## src/rtl/pixel_generator_pkg.sv

```systemverilog
// Shared types, default geometry and the colour pattern for the test-pattern source.
// Optional build macro: PIXEL_GENERATOR_FRAME_ANIM_EN
//   defined   -> red channel scrolls by the frame counter (R = x + frame)
//   undefined -> static pattern (R = x)
package pixel_generator_pkg;

  localparam int DEFAULT_WIDTH  = 640;
  localparam int DEFAULT_HEIGHT = 480;

  typedef struct packed {
    logic [7:0] r;
    logic [7:0] g;
    logic [7:0] b;
  } rgb_t;

  // Colour of pixel (x,y) in a given frame; all channels wrap modulo 256.
  function automatic rgb_t pattern(input logic [7:0] x,
                                   input logic [7:0] y,
                                   input logic [7:0] frame);
    rgb_t p;
`ifdef PIXEL_GENERATOR_FRAME_ANIM_EN
    p.r = x + frame;
`else
    // frame stays in the signature so both builds share one call site;
    // it is masked off so it cannot affect the static pattern.
    p.r = x | (frame & 8'h00);
`endif
    p.g = y;
    p.b = x ^ y;
    return p;
  endfunction

endpackage

```

## src/rtl/pixel_generator_raster_counter.sv

```systemverilog
// Raster position and frame counter for the pixel generator.
// x/y/frame outputs report the coordinates the pixel register will hold after
// the coming clock edge, so the top can register the pattern with no extra lag.
// last_pixel flags that the currently held position is the last one of a frame.
module raster_counter #(
  parameter int WIDTH  = 640,
  parameter int HEIGHT = 480,
  parameter int XW     = $clog2(WIDTH),
  parameter int YW     = $clog2(HEIGHT)
) (
  input  logic          clk,
  input  logic          rst,
  input  logic          advance,
  input  logic          restart,
  output logic [XW-1:0] x,
  output logic [YW-1:0] y,
  output logic [7:0]    frame,
  output logic          last_pixel
);

  logic [XW-1:0] x_r;
  logic [YW-1:0] y_r;
  logic [7:0]    frame_r;

  logic [XW-1:0] x_nxt_s;
  logic [YW-1:0] y_nxt_s;
  logic [7:0]    frame_nxt_s;
  logic          x_last_s;
  logic          y_last_s;

  // End-of-line / end-of-frame detection on the held position.
  always_comb begin
    x_last_s   = (x_r == XW'(WIDTH - 1));
    y_last_s   = (y_r == YW'(HEIGHT - 1));
    last_pixel = x_last_s & y_last_s;
  end

  // Next raster position: restart wins over a normal advance.
  always_comb begin
    x_nxt_s     = x_r;
    y_nxt_s     = y_r;
    frame_nxt_s = frame_r;
    if (restart) begin
      x_nxt_s     = {XW{1'b0}};
      y_nxt_s     = {YW{1'b0}};
      frame_nxt_s = frame_r + 8'd1;
    end else if (advance) begin
      if (x_last_s) begin
        x_nxt_s = {XW{1'b0}};
        if (y_last_s) begin
          y_nxt_s     = {YW{1'b0}};
          frame_nxt_s = frame_r + 8'd1;
        end else begin
          y_nxt_s = y_r + YW'(1);
        end
      end else begin
        x_nxt_s = x_r + XW'(1);
      end
    end else begin
      x_nxt_s     = x_r;
      y_nxt_s     = y_r;
      frame_nxt_s = frame_r;
    end
  end

  // Counter state register.
  always_ff @(posedge clk or posedge rst) begin
    if (rst) begin
      x_r     <= {XW{1'b0}};
      y_r     <= {YW{1'b0}};
      frame_r <= 8'd0;
    end else begin
      x_r     <= x_nxt_s;
      y_r     <= y_nxt_s;
      frame_r <= frame_nxt_s;
    end
  end

  // Expose the upcoming position to the output register.
  always_comb begin
    x     = x_nxt_s;
    y     = y_nxt_s;
    frame = frame_nxt_s;
  end

endmodule

```

## src/rtl/pixel_generator.sv

```systemverilog
// Free-running raster test-pattern source with a valid/ready output stream.
// Optional build macro: PIXEL_GENERATOR_FRAME_ANIM_EN (frame-scrolled red channel).
// All outputs come straight from registers; the raster counter supplies the
// coordinates of the pixel to present after each edge.
module pixel_generator
  import pixel_generator_pkg::*;
#(
  parameter int WIDTH  = DEFAULT_WIDTH,
  parameter int HEIGHT = DEFAULT_HEIGHT,
  parameter int XW     = $clog2(WIDTH),
  parameter int YW     = $clog2(HEIGHT)
) (
  input  logic        in_clk,
  input  logic        in_reset,
  input  logic        in_next_frame,
  output logic [23:0] out_pixel_data,
  output logic        out_pixel_valid,
  input  logic        out_pixel_ready,
  output logic        out_pixel_sof,
  output logic        out_pixel_eol
);

  logic          valid_r;
  rgb_t          data_r;
  logic          sof_r;
  logic          eol_r;

  logic          advance_s;
  logic          restart_s;
  logic [XW-1:0] x_s;
  logic [YW-1:0] y_s;
  logic [7:0]    frame_s;
  logic          last_pixel_s;
  logic          sof_nxt_s;
  logic          eol_nxt_s;
  rgb_t          pix_s;

  raster_counter #(
    .WIDTH (WIDTH),
    .HEIGHT(HEIGHT),
    .XW    (XW),
    .YW    (YW)
  ) u_raster (
    .clk       (in_clk),
    .rst       (in_reset),
    .advance   (advance_s),
    .restart   (restart_s),
    .x         (x_s),
    .y         (y_s),
    .frame     (frame_s),
    .last_pixel(last_pixel_s)
  );

  // Handshake decode: restart drops the presented pixel and beats any transfer;
  // nothing moves while the first pixel is still being loaded after reset.
  always_comb begin
    restart_s = 1'b0;
    advance_s = 1'b0;
    if (valid_r) begin
      restart_s = in_next_frame;
      advance_s = out_pixel_ready & ~in_next_frame;
    end else begin
      restart_s = 1'b0;
      advance_s = 1'b0;
    end
  end

  // Flags and colour for the pixel presented after the coming edge.
  always_comb begin
    sof_nxt_s = sof_r;
    if (!valid_r) begin
      sof_nxt_s = 1'b1;
    end else if (restart_s) begin
      sof_nxt_s = 1'b1;
    end else if (advance_s) begin
      sof_nxt_s = last_pixel_s;
    end else begin
      sof_nxt_s = sof_r;
    end
    eol_nxt_s = (x_s == XW'(WIDTH - 1));
    pix_s     = pattern(8'(x_s), 8'(y_s), frame_s);
  end

  // Output register; the source never runs dry so valid stays high after reset.
  always_ff @(posedge in_clk or posedge in_reset) begin
    if (in_reset) begin
      valid_r <= 1'b0;
      data_r  <= '{r: 8'h00, g: 8'h00, b: 8'h00};
      sof_r   <= 1'b0;
      eol_r   <= 1'b0;
    end else begin
      valid_r <= 1'b1;
      data_r  <= pix_s;
      sof_r   <= sof_nxt_s;
      eol_r   <= eol_nxt_s;
    end
  end

  // Drive ports from the registers.
  always_comb begin
    out_pixel_valid = valid_r;
    out_pixel_data  = data_r;
    out_pixel_sof   = sof_r;
    out_pixel_eol   = eol_r;
  end

endmodule

```

## config.mk

```make
export PLATFORM = sky130hd
export DESIGN_NAME = pixel_generator
export DESIGN_NICKNAME = d
export VERILOG_FILES = /design/src/rtl/pixel_generator_pkg.sv /design/src/rtl/pixel_generator_raster_counter.sv /design/src/rtl/pixel_generator.sv
export SDC_FILE = /design/constraint.sdc
export NUM_CORES = 1
export LEC_CHECK = 0
export ABC_AREA = 1
export CAP_MARGIN = 20
export CORE_MARGIN = 2
export CORE_UTILIZATION = 52
export CTS_CLUSTER_SIZE = 16
export DETAILED_ROUTE_END_ITERATION = 7
export PLACE_DENSITY = 0.75
export SLEW_MARGIN = 10
export SYNTH_ARGS = -nofsm -noshare
export SYNTH_HDL_FRONTEND = slang
export SYNTH_SLANG_ARGS = --single-unit
```

## constraint.sdc

```tcl
create_clock -name in_clk -period 2.1 [get_ports in_clk]
set_clock_uncertainty 0.2 [all_clocks]
set_input_delay 0.21 -clock in_clk [delete_from_list [all_inputs] [get_ports in_clk]]
set_output_delay 0.21 -clock in_clk [all_outputs]
set_load 0.1 [all_outputs]
```

==> results.json, run 1 <==
{
  "num_vias": 1482,
  "netlist_area_um2": 1793,
  "grt_pass1_wl_mm": 6.216,
  "r2r-start": "u_raster.x_r[1]",
  "required_ns": 2.11,
  "drc": 0,
  "post-place-ws_ns": 0.005848,
  "hpwl_mm": 2.845,
  "crit_path_top_delay_cell": "dfrtp_1",
  "slowest_delay_ns": 0.36,
  "die_y_um": 62.72,
  "clk_pin_slew_worst_paths_ns": 0.09,
  "wl_per_cell_um": 11.39,
  "outcome": "finished clean",
  "slew_viol_final": 0,
  "peakVddDrop_mv": 0.5057,
  "finalSetupViolations": 0,
  "syn-mean-instance-area_um2": 7.762,
  "gp_congestion": 0.8833,
  "antenna_found_initial": 0,
  "cts_buffers": 5,
  "crit_path_start_kind": "flop",
  "hp-class": "in2async",
  "synthToLayoutAreaGrowth_pct": 17.93,
  "crit_top_cell": "nand2_1",
  "die_w_um": 62.72,
  "combinationalPowerShare_pct": 25.0,
  "period_needed_ns": 1.941,
  "fill_cells": 324,
  "power_leakage_nw": 1.192,
  "synth-async-reset-ratio_pct": 100.0,
  "internal_power_w": 0.0008034,
  "fin_crit_sh_pct": 92.44,
  "cap_violations": 0,
  "r2r_setup_slack_ns": 0.16,
  "cts_tree": "yes",
  "drt_iter0_markers": 57,
  "p_seq_share_pct": 49.7,
  "ctsLongestPathBuffers": 2,
  "grt_setup_unrepaired": "false",
  "worstSkewPairLatency_ns": 0.32,
  "powerDensity_nw_per_um2": 581.6,
  "cp_num_buf_inv": 1,
  "path_delay_family": "simple AND/OR/NAND/NOR gates",
  "syn_inst": 231,
  "grt-ovfl-total": 0,
  "ios": 31,
  "synth_cell_type_count": 28,
  "ys_top_cells_by_area": "dfrtp_1 (42%), nand2_1 (14%), buf_4 (7.1%)",
  "reg2reg_to": "out_pixel_data[4]",
  "antenna_cells": 0,
  "critPathCaptureType": "flop",
  "cts-root-buf": "clkbuf_4",
  "synth_edf_count": 0,
  "p_sw_w": 0.0004265,
  "yosysSeqAreaShare_pct": 41.87,
  "finalWirelength_mm": 3.541,
  "firstDrtPassIters": 4,
  "dieArea_um2": 3934,
  "synth_seq_cells": 30,
  "grt_pass1_vias": 1452,
  "swShare_pct": 34.68,
  "ctsHoldBuffers": 0,
  "path_class": "reg2reg",
  "fmax_mhz": 515.1,
  "crit_chain": "ha_1 > nand2_1 > inv_1 > nand2_4 > nor3_2 > nand2_1 > nand2_1 > nand3_1 > nand2_1 > nand2_1",
  "rows": 21,
  "nNetsFinal": 270,
  "tns_ns": 0,
  "holdWs_ns": 0.04775,
  "yosysMostFrequentCell": "nand2_1",
  "pwr-share-clk_pct": 25.3,
  "grt_use_total_pct": 20.38,
  "hold_viol": 0,
  "cp.arrival_ns": 1.95,
  "synth_area_leader_cell": "dfrtp_1",
  "synthFlopType": "dfrtp_1",
  "cts_sinks": 30,
  "routed_via_density": 4.765,
  "route.antenna.remaining_nets": 0,
  "seq_area_um2": 752.0,
  "portBuffers": 30,
  "drive_above_1_share_pct": 24.91,
  "multiInputGateArea_um2": 778.2,
  "ff2ff_path_depth": 10,
  "start_util_pct": 53.73,
  "yosysWarningCount": 0,
  "synthTopCellsByCount": "nand2_1 (69), inv_1 (33), dfrtp_1 (30)",
  "yosys.area.top_type_share_pct": 41.87,
  "coreArea_um2": 3337,
  "crit_fanout": 4,
  "grt_max_degree": 31,
  "h-tree-depth": 2,
  "setup_ws_ns": 0.1587,
  "synth_nets": 237
}
-- layout by cell type (no fill, tap or decap) --
cell,netlist,routed
nand4_1,5,5
o21ai_0,5,5
inv_2,1,1
inv_1,33,33
conb_1,1,1
o21ai_1,1,1
nor3_2,1,1
nand2_2,3,3
nand3_2,2,2
nor2_1,14,13
o21bai_1,3,3
buf_12,0,1
nor2_8,1,1
nand3_1,20,20
clkbuf_1,0,3
dfrtp_1,30,29
buf_4,17,40
nor2_2,3,4
nand3_4,1,1
a31o_2,1,1
nor3_1,4,4
nand2_4,2,2
clkbuf_4,0,5
xnor2_1,3,3
clkdlybuf4s50_1,0,3
dfrtp_2,0,1
nor2_4,3,3
nand3b_1,1,1
xor2_1,2,2
ha_1,2,2
nand2_1,69,69
a21oi_1,2,2
-- final cells by class --
class / count / area share [%]
clock buffers: 8 / 2.308
inverters: 34 / 6.035
multi-input cells: 149 / 36.80
flip-flops and latches: 30 / 35.56
well taps: 46 / 2.722
repair buffers: 44 / 16.57
-- routing by layer --
layer | track usage [%] | share of wire, % | wire length (µm) | up-vias
li1 | - | - | - | 771
met5 | 0 | 0 | 0 | -
met2 | 32.66 | 46 | 1619 | 29
met1 | 26.75 | 48 | 1708 | 674
met4 | 8.056 | 1.9 | 68 | 0
met3 | 4.865 | 4.1 | 144 | 8
-- cells by family (layout without fill, tap and decap cells) --
family,count (synthesis),in the layout,synth area share [%]
compound gates,12,12,3.977
xor+xnor,5,5,2.443
fa+ha+maj,2,2,1.395
buf+inv,52,86,14.86
flops,30,30,41.87
other cells,1,1,0.2092
simple gates,129,129,35.24
-- worst register-to-register path, stage by stage, from the launching register on --
cell     delay, ns
dfrtp_1       0.36
ha_1          0.21
nand2_1       0.15
inv_1         0.13
nand2_4       0.07
nor3_2        0.27
nand2_1       0.09
nand2_1       0.09
nand3_1       0.12
nand2_1       0.08
nand2_1       0.06
-- per-stage QoR --
step / std cells / power (W) / area [µm²] / utilization [%]
floorplan: 231 / 0.0008650 / 1794 / -
global placement: 302 / 0.0009298 / 2056 / 61.60
detailed placement: 302 / 0.0009314 / 2056 / 61.60
CTS: 310 / 0.001248 / 2105 / 63.07
global route: 311 / 0.001286 / 2115 / 63.37
finish: 311 / 0.001230 / 2115 / 63.37
-- power groups by stage --
stage	combinational, W	sequential (W)	clock [W]
after floorplan	0.000152	0.000713	0
after global placement	0.000306	0.000624	0
after detailed placement	0.000308	0.000623	0
after CTS	0.000309	0.000612	0.000327
after global routing	0.000325	0.000614	0.000347
final	0.000307	0.000612	0.000311
-- flip-flops by register name, summed over array words and instances, names as in the netlist --
register	flops
out_pixel_valid	1
out_pixel_eol	1
out_pixel_sof	1
out_pixel_data	8
u_raster.x_r	10
u_raster.y_r	9
-- worst max path at each step --
stage	from	to	slack (ns)	cells past startpoint
6_report	u_raster.x_r[1]	out_pixel_data[4]	0.16	10
4_1_cts	u_raster.y_r[1]	out_pixel_data[5]	0.18	10
5_1_grt	u_raster.y_r[1]	out_pixel_data[7]	0.02	10
3_3_place_gp	out_pixel_ready	out_pixel_data[7]	0.002	10
2_1_floorplan	out_pixel_valid	out_pixel_data[1]	0.18	8
3_5_place_dp	out_pixel_ready	out_pixel_data[7]	0.006	10
-- what timing repair did --
action | in CTS | in global routing
buffers inserted | 0 | 1
resized for setup | 0 | 1
setup endpoints to repair | 0 | 3
Power figures use the tool's default switching activity.
==> inputs of run 2 (changes only) <==
--- a/config.mk
+++ b/config.mk
@@ -6,6 +6,7 @@
 export NUM_CORES = 1
 export LEC_CHECK = 0
 export ABC_AREA = 1
+export ABC_CLOCK_PERIOD_IN_PS = 2100
 export CAP_MARGIN = 20
 export CORE_MARGIN = 2
 export CORE_UTILIZATION = 52
==> results of run 2 <==
No change in the layout: final DEF, timing and power equal those of run 1.
